<file path="src/rtl/fun_sweep_ctrl.sv">
// Exhaustive 4-input sweep controller: drives all 16 vectors into a fun instance,
// samples its output after a settle window and compares it against a golden truth table.
module fun_sweep_ctrl #(
  parameter int unsigned SETTLE_CYCLES = 2
) (
  input  logic        clk,
  input  logic        rst,
  input  logic        start,
  input  logic        abort,
  input  logic [15:0] expected,
  input  logic        fun_out,
  output logic        a,
  output logic        not_a,
  output logic        b,
  output logic        not_b,
  output logic        c,
  output logic        not_c,
  output logic        d,
  output logic        not_d,
  output logic        busy,
  output logic        done,
  output logic [15:0] truth_table,
  output logic [4:0]  err_count,
  output logic [3:0]  first_fail,
  output logic        fail_valid
);

  localparam int unsigned IDX_W = 4;
  localparam int unsigned CNT_W = 4;
  localparam logic [CNT_W-1:0] CNT_LAST = CNT_W'(SETTLE_CYCLES - 1);
  localparam logic [IDX_W-1:0] IDX_LAST = IDX_W'(15);

  typedef enum logic [1:0] {
    IDLE = 2'd0,
    RUN  = 2'd1,
    FIN  = 2'd2
  } state_t;

  state_t           state;
  logic [IDX_W-1:0] idx;
  logic [CNT_W-1:0] cnt;
  logic [3:0]       vec;
  logic [3:0]       vec_n;

  // True and complement drives are both flopped so they never glitch apart.
  assign {a, b, c, d}                 = vec;
  assign {not_a, not_b, not_c, not_d} = vec_n;

  always_ff @(posedge clk) begin
    if (rst) begin
      state       <= IDLE;
      idx         <= '0;
      cnt         <= '0;
      vec         <= '0;
      vec_n       <= '1;
      busy        <= 1'b0;
      done        <= 1'b0;
      truth_table <= '0;
      err_count   <= '0;
      first_fail  <= '0;
      fail_valid  <= 1'b0;
    end else begin
      done <= 1'b0;
      unique case (state)
        IDLE: begin
          if (start) begin
            state       <= RUN;
            busy        <= 1'b1;
            idx         <= '0;
            cnt         <= '0;
            vec         <= '0;
            vec_n       <= '1;
            truth_table <= '0;
            err_count   <= '0;
            fail_valid  <= 1'b0;
          end
        end
        RUN: begin
          if (abort) begin
            // Abort beats a coincident sample; partial results are kept.
            state <= IDLE;
            busy  <= 1'b0;
            vec   <= '0;
            vec_n <= '1;
          end else if (cnt == CNT_LAST) begin
            truth_table[idx] <= fun_out;
            if (fun_out != expected[idx]) begin
              err_count <= err_count + 5'd1;
              if (!fail_valid) begin
                first_fail <= idx;
                fail_valid <= 1'b1;
              end
            end
            cnt <= '0;
            if (idx == IDX_LAST) begin
              state <= FIN;
              busy  <= 1'b0;
              done  <= 1'b1;
              vec   <= '0;
              vec_n <= '1;
            end else begin
              idx   <= idx + 4'd1;
              vec   <= idx + 4'd1;
              vec_n <= ~(idx + 4'd1);
            end
          end else begin
            cnt <= cnt + 4'd1;
          end
        end
        FIN: begin
          state <= IDLE;
        end
        default: begin
          state <= IDLE;
        end
      endcase
    end
  end

endmodule

</file>
<file path="config.mk">
export PLATFORM = sky130hd
export DESIGN_NAME = fun_sweep_ctrl
export DESIGN_NICKNAME = d
export VERILOG_FILES = /design/src/rtl/fun_sweep_ctrl.sv
export SDC_FILE = /design/constraint.sdc
export NUM_CORES = 1
export LEC_CHECK = 0
export ABC_CLOCK_PERIOD_IN_PS = 5560
export BUFFER_PORTS_ARGS = -buffer_cell sky130_fd_sc_hd__buf_2
export CORE_MARGIN = 2
export CORE_UTILIZATION = 45
export DETAILED_ROUTE_END_ITERATION = 7
export GPL_TIMING_DRIVEN = 0
export MAX_ROUTING_LAYER = met4
export PLACE_DENSITY = 0.75
export RECOVER_POWER = 25
export SLEW_MARGIN = 30
export SYNTH_ARGS = -nofsm -noshare
export SYNTH_HDL_FRONTEND = slang
export SYNTH_SLANG_ARGS = --single-unit
</file>
<file path="constraint.sdc">
create_clock -name clk -period 5.56 [get_ports clk]
set_input_delay 1.112 -clock clk [delete_from_list [all_inputs] [get_ports clk]]
set_output_delay 1.112 -clock clk [all_outputs]
set_load 0.01 [all_outputs]
</file>
Yosys cells after proc, flatten, opt, wreduce, memory -nomap -nowiden

Index checks and enable logic that the tools add are counted.

Reductions and logical operators: 12
$add $sub $neg: 3
Multiplexer cells: 47
Bitwise gates (word level): 5
Equal/unequal tests: 11
$lt $le $gt $ge: 2

Operators by type and width:

| kind                                                        | number |
|---|---|
| two-way mux 4 bit                                           | 13 |
| two-way mux 16 bit                                          | 3 |
| one-hot mux 16 bit (2 select lines)                         | 1 |
| one-hot mux 4 bit (2 select lines)                          | 4 |
| two-way mux 5 bit                                           | 4 |
| bitwise mux 16 bit                                          | 1 |
| AND reduction 5 bit                                         | 3 |
| two-way mux 1 bit                                           | 11 |
| inequality test 2 bit (second input constant)               | 5 |
| one-hot mux 5 bit (2 select lines)                          | 1 |
| AND reduction 3 bit                                         | 3 |
| adder 4 x 1 -> 4 bit (second input constant)                | 2 |
| two-way mux 2 bit                                           | 4 |
| AND reduction 4 bit                                         | 2 |
| inequality test 3 bit (second input constant)               | 2 |
| adder 5 x 1 -> 5 bit (second input constant)                | 1 |
| less-than comparator 4 x 5 -> 1 bit (second input constant) | 1 |
| binary-select mux 1 bit (select 4 bit)                      | 1 |
| demux 1 bit (select 4 bit)                                  | 1 |
| equality test 4 x 1 -> 1 bit (second input constant)        | 1 |
| equality test 4 bit (second input constant)                 | 1 |
| >= comparator 4 x 1 -> 1 bit (second input constant)        | 1 |
| inverter 1 bit                                              | 4 |
| inverter 4 bit                                              | 1 |
| other kinds (8)                                             | 9 |

Word-level logic and storage cells: 91
Flip-flop bits (word level): 46
Output and inout bits: 36
Input port bits: 21

Logic depth before layout (Yosys ltp)

Word-level depth: 8
Gate-level depth with buffers: 8
Gate-level depth less buffers: 7

Worst setup path before layout

OpenSTA, ideal clock, no wires.

Path type: input to register
Start point: input expected[11]
End point: register first_fail[0]
Slack: 2.485 ns
Buffers on the path: 0
Data required time: 5.488 ns
Arrival: 3.003 ns
Stages: 5
Library setup time: 0.072 ns
Cell sequence: mux4_1 > mux4_2 > xnor2_4 > nor4b_2 > mux2i_1

Longest elaborated chain between the ends: 4

RTL lines:

| item                                    | line | source |
|---|---|---|
| start, declared                         | 10   | `input logic [15:0] expected,` |
| binary-select mux 1 bit (select 4 bit)  | 87   | `if (fun_out != expected[idx]) begin` |
| two-way mux 1 bit (not written as such) | 87   |  |
| inequality test 1 bit                   | 87   |  |
| AND reduction 5 bit (no source line)    | --   |  |
| end signal, assigned                    | 90   | `first_fail <= idx;` |
| end, declared                           | 24   | `output logic [3:0] first_fail,` |

No other way between the ends. The select of a mux whose other input is x is not followed.
A chain may end at the register's enable or synchronous reset.

Worst setup path after layout

Start point: input expected[3]
End point: register first_fail[0]

The elaborated chain is that of the path after synthesis.

==> run metrics <==
status=finished clean; Power Density=227 nW/um^2; drt total wl=5.95 mm; Critical path origin=expected[3]; most area-hungry cell type in the Yosys netlist=dfxtp_1; CP Launch Type=input pin; P_int=491 uW; final setup fails=0; CTS buffer count=5; Via density=5.56; Syn. warnings=0; pins over their slew limit=0; Tmin final=3.06 ns; Hold Startpoint=vec[1]; Syn Area/Cell=8.63 sq um; Top Layer Used=met4; Clock Path Buffers=2; post-CTS setup buffers=0; synthesis-stage register bit count=46; CORE AREA=5140 sq um; met3 WL=365 um; fin nets=369; vias in the first global route=2141; ranking of synthesized cells by area=dfxtp_1, a21oi_1, mux4_1, a31oi_1, o21ai_0; TritonCTS clock tree=done; Cells after DPL=403; worst-margin pin slew=0.778 ns; RSZ-0062 raised after global routing=no; clock skew=0.00793 ns; die height=77.0 um; Min Hold Slack=0.477 ns; setup TNS=0 ns; area grow syn2layout=18.7%; Netlist cell types=49; critical-path maximum fanout=7; share of layout cells above drive strength 1=0.173; GRT Total Usage=0.214; Leak Pwr=1.09 nW; first-pass GRT wire length=10.0 mm; Critical Path Sink Type=flip-flop; final antenna-violating net count=0; CTS root buffer=clkbuf_8; synthesized area=2400 sq um; initial core utilization=0.467; maximum vdd drop=0.157 mV; Reg power frac=0.514; Post-CTS Hold Buffers=0; Setup WS post-layout=2.50 ns; syn nets=306; Die X=77.0 um; first-pass iteration count of the detailed router=5; clk_lat worst skew=0.30 ns; Layout Cells excl Fill=412; IO buf count=55; number of placement rows=26; critical path type=input pin to flip-flop; commonest non-fill, non-tap cell in the layout=dfxtp_1; met2 wire len=2.87 mm; Logic pwr share=0.101; CTS Sinks=46; clock power share=0.384; total power=647 uW; largest net degree at the start of global routing=14; Max Cap Viol=0; DRT iter0 DRCs=225; wire length on met1=2.65 mm; Synth Flop Type=dfxtp_1; Yosys top cell area share=0.384; most frequent cells in the layout=dfxtp_1, buf_2, clkbuf_1, a21oi_1, nor2_1; Setup WS pre-CTS=2.17 ns; post-cts sizing count=0; FF-to-FF Start=idx[1]; CTS H-tree lvls=2; n_diodes=0; wire length per cell=14.4 um; Clk pin slew, worst setup/hold paths=0.09 ns; routability cong.=0.857; number of flops mapped to enable cells by yosys=0; Mapped Cells=278; sequential cell area fraction in the yosys report=0.384; max-slew headroom at the worst pin=0.480; Sw Ratio=0.242; endpoints failing hold=0; placed wire-length estimate=4.42 mm; Die ar.=5930 sq um; Worst Path Required=5.78 ns; DRC viols=0; async set-reset flop share out of synthesis=0; vias after detailed routing=2289; Fmax=0.327 GHz; I/O pin total=57; crit path DAT=3.28 ns; net switching power=157 uW; Hold Crit Class=flip-flop to flip-flop; initial antenna violation count=0; Final Cycle Share=0.551; fill count=505; Congestion Overflow GR=0
==> power by group through the flow <==
stage | sequential (mW) | clock, mW | combinational [mW]
CTS | 0.333 | 0.254 | 0.0644
global placement | 0.340 | 0 | 0.0631
global route | 0.333 | 0.263 | 0.0725
detailed placement | 0.340 | 0 | 0.0640
finish | 0.333 | 0.249 | 0.0656
floorplan | 0.341 | 0 | 0.0429
==> final cells by class <==
type                    count  area [sq um]  share of cell area
multi-input cells         207          1360               0.478
inverters                   4          15.0             0.00527
well taps                  70          87.6              0.0308
clock buffers               7          76.3              0.0268
repair buffers             56           255              0.0896
plain buffers              21           100              0.0351
flip-flops and latches     46           921               0.323
clock inverters             1          30.0              0.0105
==> path summary, 6_finish.rpt <==
path	to	slack [ns]	depth (start not counted)
max	first_fail[0]	2.50	6
min	vec[1]	0.48	2
max reg2reg	first_fail[0]	2.80	6
min reg2reg	vec[1]	0.48	2
==> synth_stat cells, types with 2 or more instances <==
library cell / n
nand3b_1: 2
nor2_1: 24
xor2_1: 3
nand4_1: 2
o21bai_1: 2
a21o_1: 3
buf_4: 3
o21ai_0: 18
o211ai_1: 2
buf_2: 2
ha_1: 7
a21oi_1: 29
mux4_1: 4
nand3_1: 9
clkbuf_1: 15
inv_1: 4
dfxtp_1: 46
mux2_2: 2
nor2b_1: 5
nor3b_1: 3
nor3_1: 9
nand2_1: 22
mux2i_1: 7
or3_1: 2
nor4_1: 3
nand2b_1: 13
a31oi_1: 15
==> worst max-delay path, cell delays in order <==
cell,delay [ns]
buf_2,0.09
mux4_1,0.52
mux4_2,0.53
xnor2_4,0.19
nor4b_2,0.55
mux2i_1,0.29
==> state kept, by name, summed over array words and instances (netlist names), 2 cells and up <==
| signal | count |
|---|---|
| vec | 4 |
| err_count | 5 |
| idx | 4 |
| vec_n | 4 |
| cnt | 4 |
| truth_table | 16 |
| first_fail | 4 |
| state | 2 |
==> stage by stage <==
step | utilization | area [sq um]
5_1_grt | 0.554 | 2850
2_1_floorplan | - | 2400
3_5_place_dp | 0.537 | 2760
6_report | 0.554 | 2850
4_1_cts | 0.558 | 2870
3_3_place_gp | 0.537 | 2760
==> cells by family (layout without fill, tap and decap cells) <==
family          Yosys count  after routing  synth area share
fa+ha+maj                 7              7            0.0365
buf+inv                  25             89            0.0480
compound gates           79             79             0.196
xor+xnor                  5              5            0.0261
flops                    46             46             0.384
mux                      14             14            0.0918
simple gates            102            102             0.218
==> per-layer routing <==
layer / GRT usage / up-vias
met5: - / -
met4: 0.0643 / 0
met3: 0.0400 / 9
met2: 0.346 / 90
met1: 0.273 / 1059
li1: - / 1131
Power figures use the tool's default switching activity.
